`src/rtl/buffer2_stream_ctrl.sv`:
```
`default_nettype none
// +--------------------------------------------------------------------------+
// | Module  : buffer2_stream_ctrl                                            |
// | Purpose : Circular-pointer stream controller for a parallel-write /      |
// |           parallel-read line buffer. Accepts PAR_WRITE words per input   |
// |           beat, presents PAR_READ words per output beat, and tracks      |
// |           occupancy so the buffer is never overrun or read early.        |
// | Ports   : clk, rst          - clock, synchronous active-high reset       |
// |           in_valid/in_ready/in_data    - upstream valid/ready stream     |
// |           out_valid/out_ready/out_data - downstream valid/ready stream   |
// |           buf_wen/buf_waddr/buf_din    - buffer write port              |
// |           buf_raddr/buf_dout           - buffer read port               |
// |           count                        - occupancy in words            |
// |           flush (optional)             - synchronous clear             |
// | Config  : BUF2_CTRL_FLUSH_EN - when defined, adds the flush input port.  |
// | Revision: 1.0 - initial release                                          |
// +--------------------------------------------------------------------------+
module buffer2_stream_ctrl #(
  parameter int SIZE        = 16,
  parameter int MEM_SIZE    = 8,
  parameter int PAR_WRITE   = 4,
  parameter int PAR_READ    = 2,
  parameter int ADDRES_SIZE = $clog2(MEM_SIZE),
  parameter int CNT_SIZE    = $clog2(MEM_SIZE + 1)
) (
  input  logic                      clk,
  input  logic                      rst,
`ifdef BUF2_CTRL_FLUSH_EN
  input  logic                      flush,
`endif
  input  logic                      in_valid,
  output logic                      in_ready,
  input  logic [SIZE*PAR_WRITE-1:0] in_data,
  output logic                      out_valid,
  input  logic                      out_ready,
  output logic [SIZE*PAR_READ-1:0]  out_data,
  output logic                      buf_wen,
  output logic [ADDRES_SIZE-1:0]    buf_waddr,
  output logic [SIZE*PAR_WRITE-1:0] buf_din,
  output logic [ADDRES_SIZE-1:0]    buf_raddr,
  input  logic [SIZE*PAR_READ-1:0]  buf_dout,
  output logic [CNT_SIZE-1:0]       count
);

  localparam logic [CNT_SIZE-1:0]    c_space_lim = CNT_SIZE'(MEM_SIZE - PAR_WRITE);
  localparam logic [CNT_SIZE-1:0]    c_cnt_wstep = CNT_SIZE'(PAR_WRITE);
  localparam logic [CNT_SIZE-1:0]    c_cnt_rstep = CNT_SIZE'(PAR_READ);
  // Last aligned base address of each pointer; the next step wraps to 0.
  localparam logic [ADDRES_SIZE-1:0] c_wptr_last = ADDRES_SIZE'(MEM_SIZE - PAR_WRITE);
  localparam logic [ADDRES_SIZE-1:0] c_rptr_last = ADDRES_SIZE'(MEM_SIZE - PAR_READ);
  localparam logic [ADDRES_SIZE-1:0] c_wptr_step = ADDRES_SIZE'(PAR_WRITE);
  localparam logic [ADDRES_SIZE-1:0] c_rptr_step = ADDRES_SIZE'(PAR_READ);

  logic [ADDRES_SIZE-1:0] r_wptr;
  logic [ADDRES_SIZE-1:0] r_rptr;
  logic [CNT_SIZE-1:0]    r_cnt;
  logic                   w_flush;
  logic                   w_push;
  logic                   w_pop;

`ifdef BUF2_CTRL_FLUSH_EN
  assign w_flush = flush;
`else
  assign w_flush = 1'b0;
`endif

  // Handshake flags come from registered occupancy only, so neither side's
  // ready/valid ever combinationally depends on the other side.
  assign in_ready  = ~w_flush & (r_cnt <= c_space_lim);
  assign out_valid = ~w_flush & (r_cnt >= c_cnt_rstep);

  // Reset suppresses the write strobe so no in-flight beat reaches the buffer.
  assign w_push  = in_valid & in_ready & ~rst;
  assign w_pop   = out_valid & out_ready & ~rst;
  assign buf_wen = w_push;

  assign buf_waddr = r_wptr;
  assign buf_raddr = r_rptr;
  assign buf_din   = in_data;
  assign out_data  = buf_dout;
  assign count     = r_cnt;

  always_ff @(posedge clk) begin
    if (rst || w_flush) begin
      r_wptr <= '0;
      r_rptr <= '0;
      r_cnt  <= '0;
    end else begin
      // Pointers stay aligned to their step, so compare against the last
      // aligned base instead of computing a general modulo.
      if (w_push) begin
        r_wptr <= (r_wptr == c_wptr_last) ? '0 : r_wptr + c_wptr_step;
      end
      if (w_pop) begin
        r_rptr <= (r_rptr == c_rptr_last) ? '0 : r_rptr + c_rptr_step;
      end
      // Modular add/subtract covers all four push/pop combinations; the true
      // result is always within 0..MEM_SIZE.
      r_cnt <= r_cnt + (w_push ? c_cnt_wstep : '0) - (w_pop ? c_cnt_rstep : '0);
    end
  end

endmodule
`default_nettype wire

```
`config.mk`:
```
export PLATFORM = sky130hd
export DESIGN_NAME = buffer2_stream_ctrl
export DESIGN_NICKNAME = d
export VERILOG_FILES = /design/src/rtl/buffer2_stream_ctrl.sv
export SDC_FILE = /design/constraint.sdc
export NUM_CORES = 1
export LEC_CHECK = 0
export BUFFER_PORTS_ARGS = -buffer_cell sky130_fd_sc_hd__buf_2
export CAP_MARGIN = 10
export CORE_AREA = 5 5 77 79
export DETAILED_ROUTE_END_ITERATION = 12
export DIE_AREA = 0 0 82 84
export PLACE_DENSITY = 0.73
export SYNTH_ARGS = -nofsm -noshare
export SYNTH_HDL_FRONTEND = slang
export SYNTH_SLANG_ARGS = --single-unit
```
`constraint.sdc`:
```
create_clock -name clk -period 4.6 [get_ports clk]
set_clock_uncertainty 0.15 [all_clocks]
set_input_delay 0.46 -clock clk [delete_from_list [all_inputs] [get_ports clk]]
set_output_delay 0.46 -clock clk [all_outputs]
set_load 0.1 [all_outputs]
```
* Word level (Yosys, flattened, before mapping)
Index checks and enable logic that the tools add are counted.
Operators by class: bitwise gates (word level) 5, mux-type cells 4, magnitude comparators 2, equality and inequality tests 2, add/subtract/negate cells 4
Operators with widths (count):
- two-way mux 3 bit | 3
- equality test 3 bit, second input constant | 2
- adder 4 x 3 -> 4 bit | 1
- bitwise AND 1 bit | 4
- >= comparator 4 x 2 -> 1 bit, second input constant | 1
- <= comparator 4 x 3 -> 1 bit, second input constant | 1
- subtractor 4 x 2 -> 4 bit | 1
- adder 3 x 2 -> 3 bit, second input constant | 1
- adder 3 bit, second input constant | 1
- two-way mux 2 bit | 1
- NOT 1 bit | 1
Word-level totals: input port bits 100, output and inout bits 109, word-level logic and storage cells 20, flip-flop bits (word level) 10

* Longest topological paths before layout
Gate-level depths: netlist of the first run.
word-level depth 6, gate-level depth with buffers 9, depth with buffers taken out 9

* Least setup slack after synthesis of the first run
OpenSTA, ideal clock, no wires.
path type flip-flop to output port, start point register r_cnt[1], in the netlist count[1], end point output buf_wen, arrival 3.914 ns, required time 3.990 ns, path buffers 0, cell stages (with the launch flop) 4, slack 0.076 ns, path through dfxtp_1 > a21oi_1 > nand2_1 > nor2_1
Between the ends: cells in the longest elaborated chain, start to end 3
Ends and longest elaborated chain:
- start: declaration | RTL line 56 | logic [CNT_SIZE-1:0] r_cnt;
- start signal: assignment | RTL line 99 | r_cnt <= r_cnt + (w_push ? c_cnt_wstep : '0) - (w_pop ? c_cnt_rstep : '0);
- <= comparator 4 x 3 -> 1 bit | RTL line 69 | assign in_ready = ~w_flush & (r_cnt <= c_space_lim);
- via in_ready | RTL line 32 | output logic in_ready,
- bitwise AND 1 bit (2 in a row) | RTL line 73 | assign w_push = in_valid & in_ready & ~rst;
- end: declaration | RTL line 37 | output logic buf_wen,
The timed path passes the listed nets, and every way through them passes these cells.

* Final worst setup path of the first run
start point register r_cnt[2], in the netlist count[2], end point register r_cnt[3], in the netlist count[3]
Between the ends: cells in the longest elaborated chain, start to end 6, elaborated cells on any way between the ends 10, classes of those cells add/sub: 2; order compare: 2; mux: 2; bitwise: 4
Ends and longest elaborated chain (RTL line):
- <= comparator 4 x 3 -> 1 bit | 69
- bitwise AND 1 bit (2 in a row) | 73
- two-way mux 3 bit | 99
- adder 4 x 3 -> 4 bit | 99
- subtractor 4 x 2 -> 4 bit (*) | 99
Mark *: on every way between the ends. The rest lies on a longest branch, timed or not. A chain may end at the register's enable or synchronous reset.

==> flow_summary.rst, run 1 <==
.. list-table::
   :header-rows: 1

   * - Metric
     - Value
   * - # clock sinks
     - 6
   * - Register-to-register setup slack
     - 2.28 ns
   * - Fraction of final layout cells with drive strength greater than 1
     - a little under two fifths
   * - Number of DRC markers in iteration 0
     - 8
   * - Status
     - completed
   * - Number of vias per cell
     - ~3.3
   * - Total I/O pin count
     - between 200 and 250
   * - Global-route congestion overflow total
     - 0
   * - Die area
     - approximately 0.0069 mm^2
   * - Timing-limited maximum frequency
     - 430 MHz
   * - Critical Path Source Type
     - flip-flop
   * - DRC viols
     - 0
   * - Detailed placement HPWL
     - 1540 um
   * - Pleak
     - 0.000236 uW
   * - Sequence of cells on the critical path
     - or3_4 > and2_4 > inv_1 > ha_1 > fa_1 > xor2_1 > and2_1 > nor3_1
   * - Antenna-violating nets left
     - 0
   * - WL per Instance
     - roughly 15 um
   * - Number of instances in the synthesized netlist
     - 138
   * - FF-to-FF End
     - count[3]
   * - Gates resized, CTS repair
     - 0
   * - Number of buffers created by CTS
     - 3
   * - Die extent in x
     - 82 um
   * - H-tree depth reported by CTS
     - 1
   * - Reg2Reg Launch Point
     - count[2]
   * - Required time of the critical path
     - 4.59 ns
   * - Final Slew Violations
     - 0
   * - Die span in y
     - 84 um
   * - Post-CTS Setup Inserts
     - 0
   * - Arrival time at the worst endpoint
     - roughly 2.3 ns
   * - Number of inserted diodes
     - 0
   * - Final estimated routing congestion in global placement
     - a little under 0.8
   * - Worst setup path start
     - count[2]
   * - Total iterations of the first detailed-routing run
     - 2
   * - Number of antenna violations at the first check in global routing
     - 0
   * - Maximum single-stage delay on the critical path
     - approximately 0.44 ns
   * - Critical path start-end classification
     - flip-flop to flip-flop
   * - Maximum root-to-sink buffer count
     - 2
   * - Number of buffers inserted for hold repair after clock tree synthesis
     - 0
   * - Distinct cell type count after synthesis
     - 22
   * - Worst setup path end
     - count[3]
   * - Hold Violations, Final
     - 0
   * - Number of global-route vias before repair
     - 454
   * - Number of nets in the final layout
     - 161
   * - Area of the core
     - 0.00527 mm^2
   * - Endpoint kind of the worst setup timing path
     - flip-flop
   * - Starting Density
     - between 20% and 30%
   * - Site row count
     - 27
   * - Period Utilization, post-route
     - around 51%
   * - Setup tns final
     - 0 ns
   * - Count of max-cap constraint violations
     - 0
   * - Sequential share of the synthesized area
     - 10.9%
   * - Buf+Inv Stages, Crit Path
     - 1
   * - Worst-Skew Late Latency
     - 0.22 ns
   * - Number of synthesis warnings
     - 0
   * - Dominant delay contributor by cell family on the critical path
     - simple AND/OR/NAND/NOR gates
   * - Vias
     - 415
   * - Syn_area_per_cell
     - 8.01 um^2
   * - Number of endpoints failing setup at the final stage
     - 0
   * - Overall global routing resource usage
     - 4.94%
   * - Depth of the most critical reg-to-reg path
     - 8
   * - Clock tree from TritonCTS
     - done
   * - Area delta synth->final
     - -50.6%
   * - Pwr per Cell Area
     - approximately 900 mW/mm^2
   * - Class of the worst hold path
     - flip-flop to flip-flop
   * - Port bufs
     - 12
   * - Largest voltage drop on the vdd net
     - 469 uV
   * - Stages on the worst setup path
     - 8
   * - Total wirelength of the detailed-routed design
     - 1870 um
   * - Minimum period implied by the final worst setup slack
     - 2.32 ns
   * - Global-route wire length before repair
     - about 2400 um
   * - Clock Pin Slew Worst Setup and Hold Paths
     - 0.04 ns
   * - Unrepaired setup endpoints after global routing
     - no
   * - Worst-path fanout max
     - 4
   * - #FFs+latches synth
     - 6
   * - Final Core Density
     - 10.4%
   * - Root cell of the clock tree
     - clkbuf_8
   * - Master of the slowest instance on the critical path
     - fa_1
   * - Maximum number of pins on one net before global-route repair
     - 11
   * - Cell Area, Synth
     - around 0.0011 mm^2
[final cells by class]
cell class / instances / area, um^2
clock buffers: 3 / 41.3
fillers: 637 / 4720
well taps: 72 / 90.1
repair buffers: 12 / 60.1
flip-flops and latches: 6 / 120
multi-input cells: 31 / 224
inverters: 3 / 11.3
[stage by stage]
step | std cells | setup slack (ns) | hold WS [ns] | area (um^2) | total power (uW)
after global routing | 127 | 2.14 | 0.385 | 547 | 512
final | 127 | 2.28 | 0.352 | 547 | 485
after detailed placement | 124 | 2.18 | 0.354 | 505 | 409
after floorplan | 141 | 0.0764 | 0.509 | 1120 | 761
after CTS | 127 | 2.27 | 0.361 | 547 | 491
after global placement | 124 | 2.26 | 0.351 | 505 | 408
[cells by family (layout without fill, tap and decap cells)]
kind of cell / after synthesis / after routing / share of synthesized area (%)
XOR/XNOR: 1 / 1 / 0.792
AO/OA/AOI/OAI: 3 / 3 / 2.04
other: 1 / 4 / 0.339
adder cells (fa/ha/maj): 4 / 4 / 5.20
AND/OR/NAND/NOR: 18 / 18 / 9.84
flip-flops: 6 / 6 / 10.9
buffers and inverters: 104 / 18 / 69.9
multiplexers: 1 / 1 / 1.02
[worst min path at each step]
stage / from / end / depth (start not counted)
global placement: buf_raddr[2] / buf_raddr[2] / 2
detailed placement: buf_raddr[2] / buf_raddr[2] / 2
finish: buf_raddr[2] / buf_raddr[2] / 2
CTS: buf_raddr[2] / buf_raddr[2] / 2
floorplan: rst / count[2] / 2
global route: buf_raddr[2] / buf_raddr[2] / 2
[cells in the final DEF, fill, tap and decap left out, drive strengths merged]
| cell | n |
|---|---|
| buf | 12 |
| mux2 | 1 |
| or3 | 1 |
| inv | 3 |
| nand2b | 2 |
| fa | 1 |
| clkbuf | 3 |
| and2 | 2 |
| ha | 3 |
| or2 | 1 |
| dfxtp | 6 |
| nor2 | 5 |
| nand2 | 1 |
| o21ai | 2 |
| nor3 | 1 |
| conb | 4 |
| a21oi | 1 |
| nand3 | 2 |
| xor2 | 1 |
| nor2b | 3 |
[report_power, final]
group	leakage, uW	total (uW)	switching, uW	internal [uW]
Clock	0.0000216	78.3	22.1	56.2
Sequential	0.0000495	83.9	15.6	68.3
Combinational	0.000165	323	261	62.0
Total	0.000236	485	298	187
[cell usage after synthesis]
cell type	count	area, um^2
nor2b_1	2	12.5
mux2_2	1	11.3
fa_1	1	20.0
nor2b_4	1	13.8
buf_4	100	751
conb_1	1	3.75
nor3_1	1	5.00
inv_1	3	11.3
nand2_1	1	3.75
nand3_1	2	10.0
or3_4	1	11.3
dfxtp_1	6	120
buf_6	1	11.3
nand2b_1	2	12.5
o21ai_2	2	17.5
or2_1	1	6.26
nor2_1	5	18.8
xor2_1	1	8.76
a21oi_1	1	5.00
and2_4	1	8.76
and2_1	1	6.26
ha_1	3	37.5
[worst register-to-register path, cell delays in order (launching register included)]
cell and delay [ns]:
dfxtp_1 0.33, or3_4 0.42, and2_4 0.17, inv_1 0.05, ha_1 0.24, fa_1 0.44
xor2_1 0.18, and2_1 0.16, nor3_1 0.11
[metal layers]
metal  GRT usage (%)  routed length [um]  vias to the layer above  part of all wire (%)
li1                -                   -                      152                     -
met1            3.55                 503                      166                    27
met2            4.92                 579                       45                    31
met3            4.00                 400                       52                    21
met4            10.4                 386                        0                    21
met5               0                   0                        -                     0
[registers in the layout, indices dropped and copies added (netlist names)]
| signal | count |
|---|---|
| buf_waddr | 1 |
| buf_raddr | 2 |
| count | 3 |
Power figures use the tool's default switching activity.
==> inputs of run 2 (changes only) <==
CORE_AREA = 5 5 79 81   (was 5 5 77 79)
DIE_AREA = 0 0 84 86   (was 0 0 82 84)
PLACE_DENSITY = 0.72   (was 0.73)
clock period = 2 ns   (was 4.6 ns; I/O delays follow)
==> flow_summary.rst, run 2 (synthesis gave the netlist of run 1 again) <==
.. list-table::
   :header-rows: 1

   * - Metric
     - Value
   * - Status
     - finished with violations
   * - Failing checks
     - setup timing
   * - Most prevalent standard cell on the critical path
     - and2_4
   * - Fraction of final layout cells with drive strength greater than 1
     - 67.6%
   * - Period Utilization, post-route
     - 109%
   * - Clock Pin Slew Worst Setup and Hold Paths
     - 0.04 ns
   * - Switching power total
     - 751 uW
   * - Normalized max-slew margin
     - 65.5%
   * - Depth of the most critical reg-to-reg path
     - 8
   * - Power, Total
     - 1330 uW
   * - Area of the core
     - approximately 0.0054 mm^2
   * - Number of nets in the final layout
     - 173
   * - Unrepaired setup endpoints after global routing
     - yes
   * - Worst setup path start
     - count[2]
   * - Worst-path fanout max
     - 4
   * - Number of buffers created by CTS
     - 3
   * - Internal power summed over all cells
     - 583 uW
   * - Final estimated routing congestion in global placement
     - 0.621
   * - Number of endpoints failing setup at the final stage
     - 2
   * - Total wirelength of the detailed-routed design
     - around 1900 um
   * - Global-route congestion overflow total
     - 0
   * - Worst-Skew Late Latency
     - between 0.2 and 0.25 ns
   * - Hold Violations, Final
     - 0
   * - Total I/O pin count
     - 209
   * - Die area
     - 0.00722 mm^2
   * - Measured slew at the worst slew-check pin
     - 0.521 ns
   * - Class of the worst hold path
     - primary input to flip-flop
   * - Starting Density
     - 20.5%
   * - Critical Path Source Type
     - flip-flop
   * - Port bufs
     - 12
   * - DRC viols
     - 0
   * - Number of vias per cell
     - 3.47
   * - Inst Count DP
     - around 130
   * - Clock tree from TritonCTS
     - done
   * - Sw Share
     - 56.3%
   * - Layout fillers
     - 634
   * - Share of power burned in registers
     - ~16%
   * - Final Core Density
     - 13.3%
   * - Endpoint kind of the worst setup timing path
     - flip-flop
   * - Clock group share of total power
     - 14.0%
   * - Master of the slowest instance on the critical path
     - fa_2
   * - Setup tns final
     - -0.207 ns
   * - Maximum single-stage delay on the critical path
     - 0.40 ns
   * - Number of global-route vias before repair
     - 523
   * - Number of inserted diodes
     - 0
   * - Arrival time at the worst endpoint
     - between 2 and 2.5 ns
   * - # clock sinks
     - 6
   * - Largest voltage drop on the vdd net
     - 873 uV
   * - Critical path start-end classification
     - flip-flop to flip-flop
   * - Stages on the worst setup path
     - 8
   * - Count of max-cap constraint violations
     - 0
   * - Total iterations of the first detailed-routing run
     - 4
   * - Final Slew Violations
     - 0
   * - Pleak
     - 0.000306 uW
   * - WL per Instance
     - 13.6 um
   * - Register-to-register setup slack
     - -0.18 ns
   * - H-tree depth reported by CTS
     - 1
   * - Commonest cells after routing, fill and taps aside
     - buf_4, buf_2, nor2_1, conb_1
   * - Dominant delay contributor by cell family on the critical path
     - simple AND/OR/NAND/NOR gates
   * - Root cell of the clock tree
     - clkbuf_8
   * - Global-route wire length before repair
     - 2700 um
   * - Required time of the critical path
     - 1.99 ns
   * - FF-to-FF End
     - count[3]
   * - Antenna-violating nets left
     - 0
   * - Die extent in x
     - roughly 84 um
   * - Vias
     - 486
   * - Final Instance Count excl. Fillers
     - 140
   * - Maximum root-to-sink buffer count
     - 2
   * - Detailed placement HPWL
     - 1540 um
   * - Number of DRC markers in iteration 0
     - 7
   * - Die span in y
     - 86 um
   * - Sequence of cells on the critical path
     - or3_4 > and2_4 > inv_2 > ha_4 > fa_2 > xor2_2 > and2_4 > nor3_2
   * - Flip-flop count of the largest register after layout
     - 3
   * - Logic pwr share
     - a little over two thirds
   * - Pwr per Cell Area
     - around 1900 mW/mm^2
   * - Reg2Reg Launch Point
     - count[2]
   * - Overall global routing resource usage
     - about 5.2%
   * - Most common cell after layout, fill and taps aside
     - buf_4
   * - Timing-limited maximum frequency
     - 458 MHz
   * - Worst-case setup margin in the final layout
     - -0.184 ns
   * - Buf+Inv Stages, Crit Path
     - 1
   * - Worst setup path end
     - count[3]
   * - Maximum number of pins on one net before global-route repair
     - 9
   * - Minimum period implied by the final worst setup slack
     - 2.18 ns
   * - Site row count
     - 27
   * - Number of antenna violations at the first check in global routing
     - 0
   * - Area delta synth->final
     - -35.1%
run 2: per-layer routing:
layer / global-route usage, % / up-vias / wire [um] / part of all wire, %
met3: 3.46 / 50 / 355 / 19
met2: 6.36 / 59 / 764 / 40
met5: 0 / - / 0 / 0
met1: 2.89 / 200 / 425 / 22
met4: 12.6 / 0 / 353 / 19
li1: - / 177 / - / -
run 2: worst min-delay path by stage:
stage / startpoint / endpoint / slack (ns) / depth (start not counted)
after floorplan: rst / count[2] / 0.24 / 2
after global placement: in_data[24] / buf_din[24] / 0.25 / 0
after detailed placement: in_data[24] / buf_din[24] / 0.25 / 0
after CTS: rst / count[2] / 0.11 / 2
after global routing: rst / count[2] / 0.16 / 2
final: rst / count[3] / 0.13 / 2
run 2: cell type report:
cell class	count	area [um^2]	area share [%]
well taps	72	90.1	12.5
inverters	3	11.3	1.57
clock buffers	4	45.0	6.27
multi-input cells	31	275	38.3
repair buffers	24	165	23.0
flip-flops and latches	6	131	18.3
run 2: timing repair:
action | 4_1_cts | 5_1_grt
resized for setup | 4 | 7
pin swaps | 2 | 1
hold buffers | 0 | 0
endpoints found under the setup margin | 2 | 3
buffers inserted | 5 | 0
run 2: metrics by stage:
step	area (um^2)	setup WS (ns)	hold slack, ns
after floorplan	1150	-0.709	0.243
after global placement	588	-0.183	0.251
after detailed placement	588	-0.222	0.251
after CTS	689	-0.167	0.114
after global routing	718	-0.289	0.158
final	718	-0.184	0.126
run 2: power groups by stage:
stage                     clock, uW  combinational [uW]  sequential, uW
after detailed placement          0                 836             211
after floorplan                   0                1320             462
after global placement            0                 824             206
after CTS                       196                 896             209
final                           187                 940             207
after global routing            204                1010             213
==> inputs of run 3 (changes only) <==
CTS_BUF_LIST = sky130_fd_sc_hd__clkbuf_8   (was default)
==> flow_summary.rst, run 3 (synthesis gave the netlist of run 1 again) <==
.. list-table::
   :header-rows: 1

   * - Metric
     - Value
   * - Antenna-violating nets left
     - 0
   * - Area delta synth->final
     - -35.1%
   * - Die area
     - 0.00722 mm^2
   * - Required time of the critical path
     - a little under 2 ns
   * - Number of global-route vias before repair
     - 523
   * - H-tree depth reported by CTS
     - 1
   * - Measured slew at the worst slew-check pin
     - 0.521 ns
   * - Worst hold-check slack
     - 0.126 ns
   * - Global-route wire length before repair
     - 2700 um
   * - Total iterations of the first detailed-routing run
     - 4
   * - Area of the core
     - 0.00541 mm^2
   * - Clock Pin Slew Worst Setup and Hold Paths
     - 0.04 ns
   * - Clock tree from TritonCTS
     - done
   * - Fraction of final layout cells with drive strength greater than 1
     - between 60% and 70%
   * - Layout fillers
     - 634
   * - Detailed placement HPWL
     - approximately 1500 um
   * - Global-route layer with the greatest usage
     - met4
   * - WL per Instance
     - 13.6 um
   * - Number of antenna violations at the first check in global routing
     - 0
   * - Count of max-cap constraint violations
     - 0
   * - Endpoint kind of the worst setup timing path
     - flip-flop
   * - Met2 GRT Util
     - 6.36%
   * - Worst setup slack before clock tree synthesis
     - -0.222 ns
   * - Number of vias per cell
     - 3.47
   * - Most common cell after layout, fill and taps aside
     - buf_4
   * - Area after detailed placement
     - roughly 600 um^2
   * - Total wirelength of the detailed-routed design
     - 1900 um
   * - Flip-flop count of the largest register after layout
     - 3
   * - Master of the slowest instance on the critical path
     - fa_2
   * - Final Slew Violations
     - 0
   * - Finished Cell Area
     - 718 um^2
   * - Starting Density
     - 20.5%
   * - Status
     - finished with violations
   * - Class of the worst hold path
     - primary input to flip-flop
   * - Critical Path Source Type
     - flip-flop
   * - Root cell of the clock tree
     - clkbuf_8
   * - Flip-flop and latch area
     - 131 um^2
   * - Hold Violations, Final
     - 0
   * - Most prevalent standard cell on the critical path
     - and2_4
   * - Site row count
     - 27
   * - Final estimated routing congestion in global placement
     - 0.621
   * - Port bufs
     - 12
   * - Pwr per Cell Area
     - 1850 mW/mm^2
   * - Number of buffers inserted for hold repair after clock tree synthesis
     - 0
   * - Normalized max-slew margin
     - 65.5%
   * - Number of endpoints failing setup at the final stage
     - 2
   * - # clock sinks
     - 6
   * - Number of DRC markers in iteration 0
     - 7
   * - Number of buffers created by CTS
     - 3
   * - Timing-limited maximum frequency
     - approximately 460 MHz
   * - Total I/O pin count
     - 209
   * - Sequence of cells on the critical path
     - or3_4 > and2_4 > inv_2 > ha_4 > fa_2 > xor2_2 > and2_4 > nor3_2
   * - Worst-case setup margin in the final layout
     - -0.186 ns
   * - Unrepaired setup endpoints after global routing
     - yes
   * - Largest voltage drop on the vdd net
     - ~870 uV
   * - Die extent in x
     - 84 um
   * - Arrival time at the worst endpoint
     - 2.17 ns
   * - Maximum number of pins on one net before global-route repair
     - 9
   * - Worst-path fanout max
     - 4
   * - Global routing met3 resource utilization
     - 3.46%
   * - Die span in y
     - 86 um
   * - DRC viols
     - 0
   * - Critical path start-end classification
     - flip-flop to flip-flop
   * - Number of inserted diodes
     - 0
   * - Failing checks
     - setup timing
   * - Overall global routing resource usage
     - 5.21%
   * - Maximum single-stage delay on the critical path
     - approximately 0.40 ns
   * - Minimum period implied by the final worst setup slack
     - around 2.2 ns
   * - Multi-input combinational cell area
     - 275 um^2
   * - Number of nets in the final layout
     - ~170
   * - GR Layer Usage met1
     - between 2 and 3%
   * - Pleak
     - 0.000311 uW
   * - Worst-Skew Late Latency
     - 0.22 ns
   * - Commonest cells after routing, fill and taps aside
     - buf_4, buf_2, nor2_1, conb_1
   * - Maximum root-to-sink buffer count
     - 2
   * - Global-route congestion overflow total
     - 0
   * - Period Utilization, post-route
     - 109%
   * - Vias
     - a little under 500
## run 3: changes by cell type in the layout (fill, tap and decap cells not counted)
| cell | change |
|---|---|
| clkbuf_1 | -1 |
| inv_1 | +1 |
## run 3: worst max-delay path: cells and delay by family, from the launching register on
family,cells,cell delay [ns]
XOR/XNOR,1,0.16
adder cells (fa/ha/maj),2,0.60
buffers and inverters,1,0.06
flip-flops,1,0.35
AND/OR/NAND/NOR,4,0.79
## run 3: path summary, 6_finish.rpt
path | endpoint | from | slack (ns) | cells past startpoint
worst max-delay path | count[3] | count[2] | -0.19 | 8
worst min-delay path | count[3] | rst | 0.13 | 2
worst max register to register | count[3] | count[2] | -0.19 | 8
worst min register to register | buf_raddr[2] | buf_raddr[2] | 0.35 | 2
## run 3: through the flow
step / instances / total power [uW] / util, % / setup TNS, ns
after floorplan: 141 / 1780 / - / -1.67
after global routing: 140 / 1420 / 13.3 / -0.370
after global placement: 131 / 1030 / 10.9 / -0.249
after detailed placement: 131 / 1050 / 10.9 / -0.304
after CTS: 140 / 1300 / 12.8 / -0.193
final: 140 / 1330 / 13.3 / -0.209
## run 3: power breakdown
| part | leakage, uW | internal (uW) | switching, uW |
|---|---|---|---|
| logic | 0.000232 | 278 | 662 |
| registers | 0.0000514 | 168 | 39.5 |
| clock network | 0.0000269 | 132 | 50.8 |
| total | 0.000311 | 578 | 752 |
## run 3: routing by layer
| metal | wire length [um] | up-vias |
|---|---|---|
| met3 | 355 | 50 |
| met5 | 0 | - |
| li1 | - | 177 |
| met4 | 353 | 0 |
| met2 | 763 | 59 |
| met1 | 425 | 200 |
## run 3: cell type report
cell class              count  share of cell area (%)
repair buffers             24                    23.0
well taps                  72                    12.5
multi-input cells          31                    38.3
inverters                   3                    1.57
clock inverters             1                   0.523
clock buffers               3                    5.75
flip-flops and latches      6                    18.3
## run 3: repair_timing
item / CTS / global route
pin swaps: 2 / 1
setup buffers: 5 / 0
hold endpoints to repair: 0 / 0
resized for setup: 4 / 7
endpoints found under the setup margin: 2 / 3
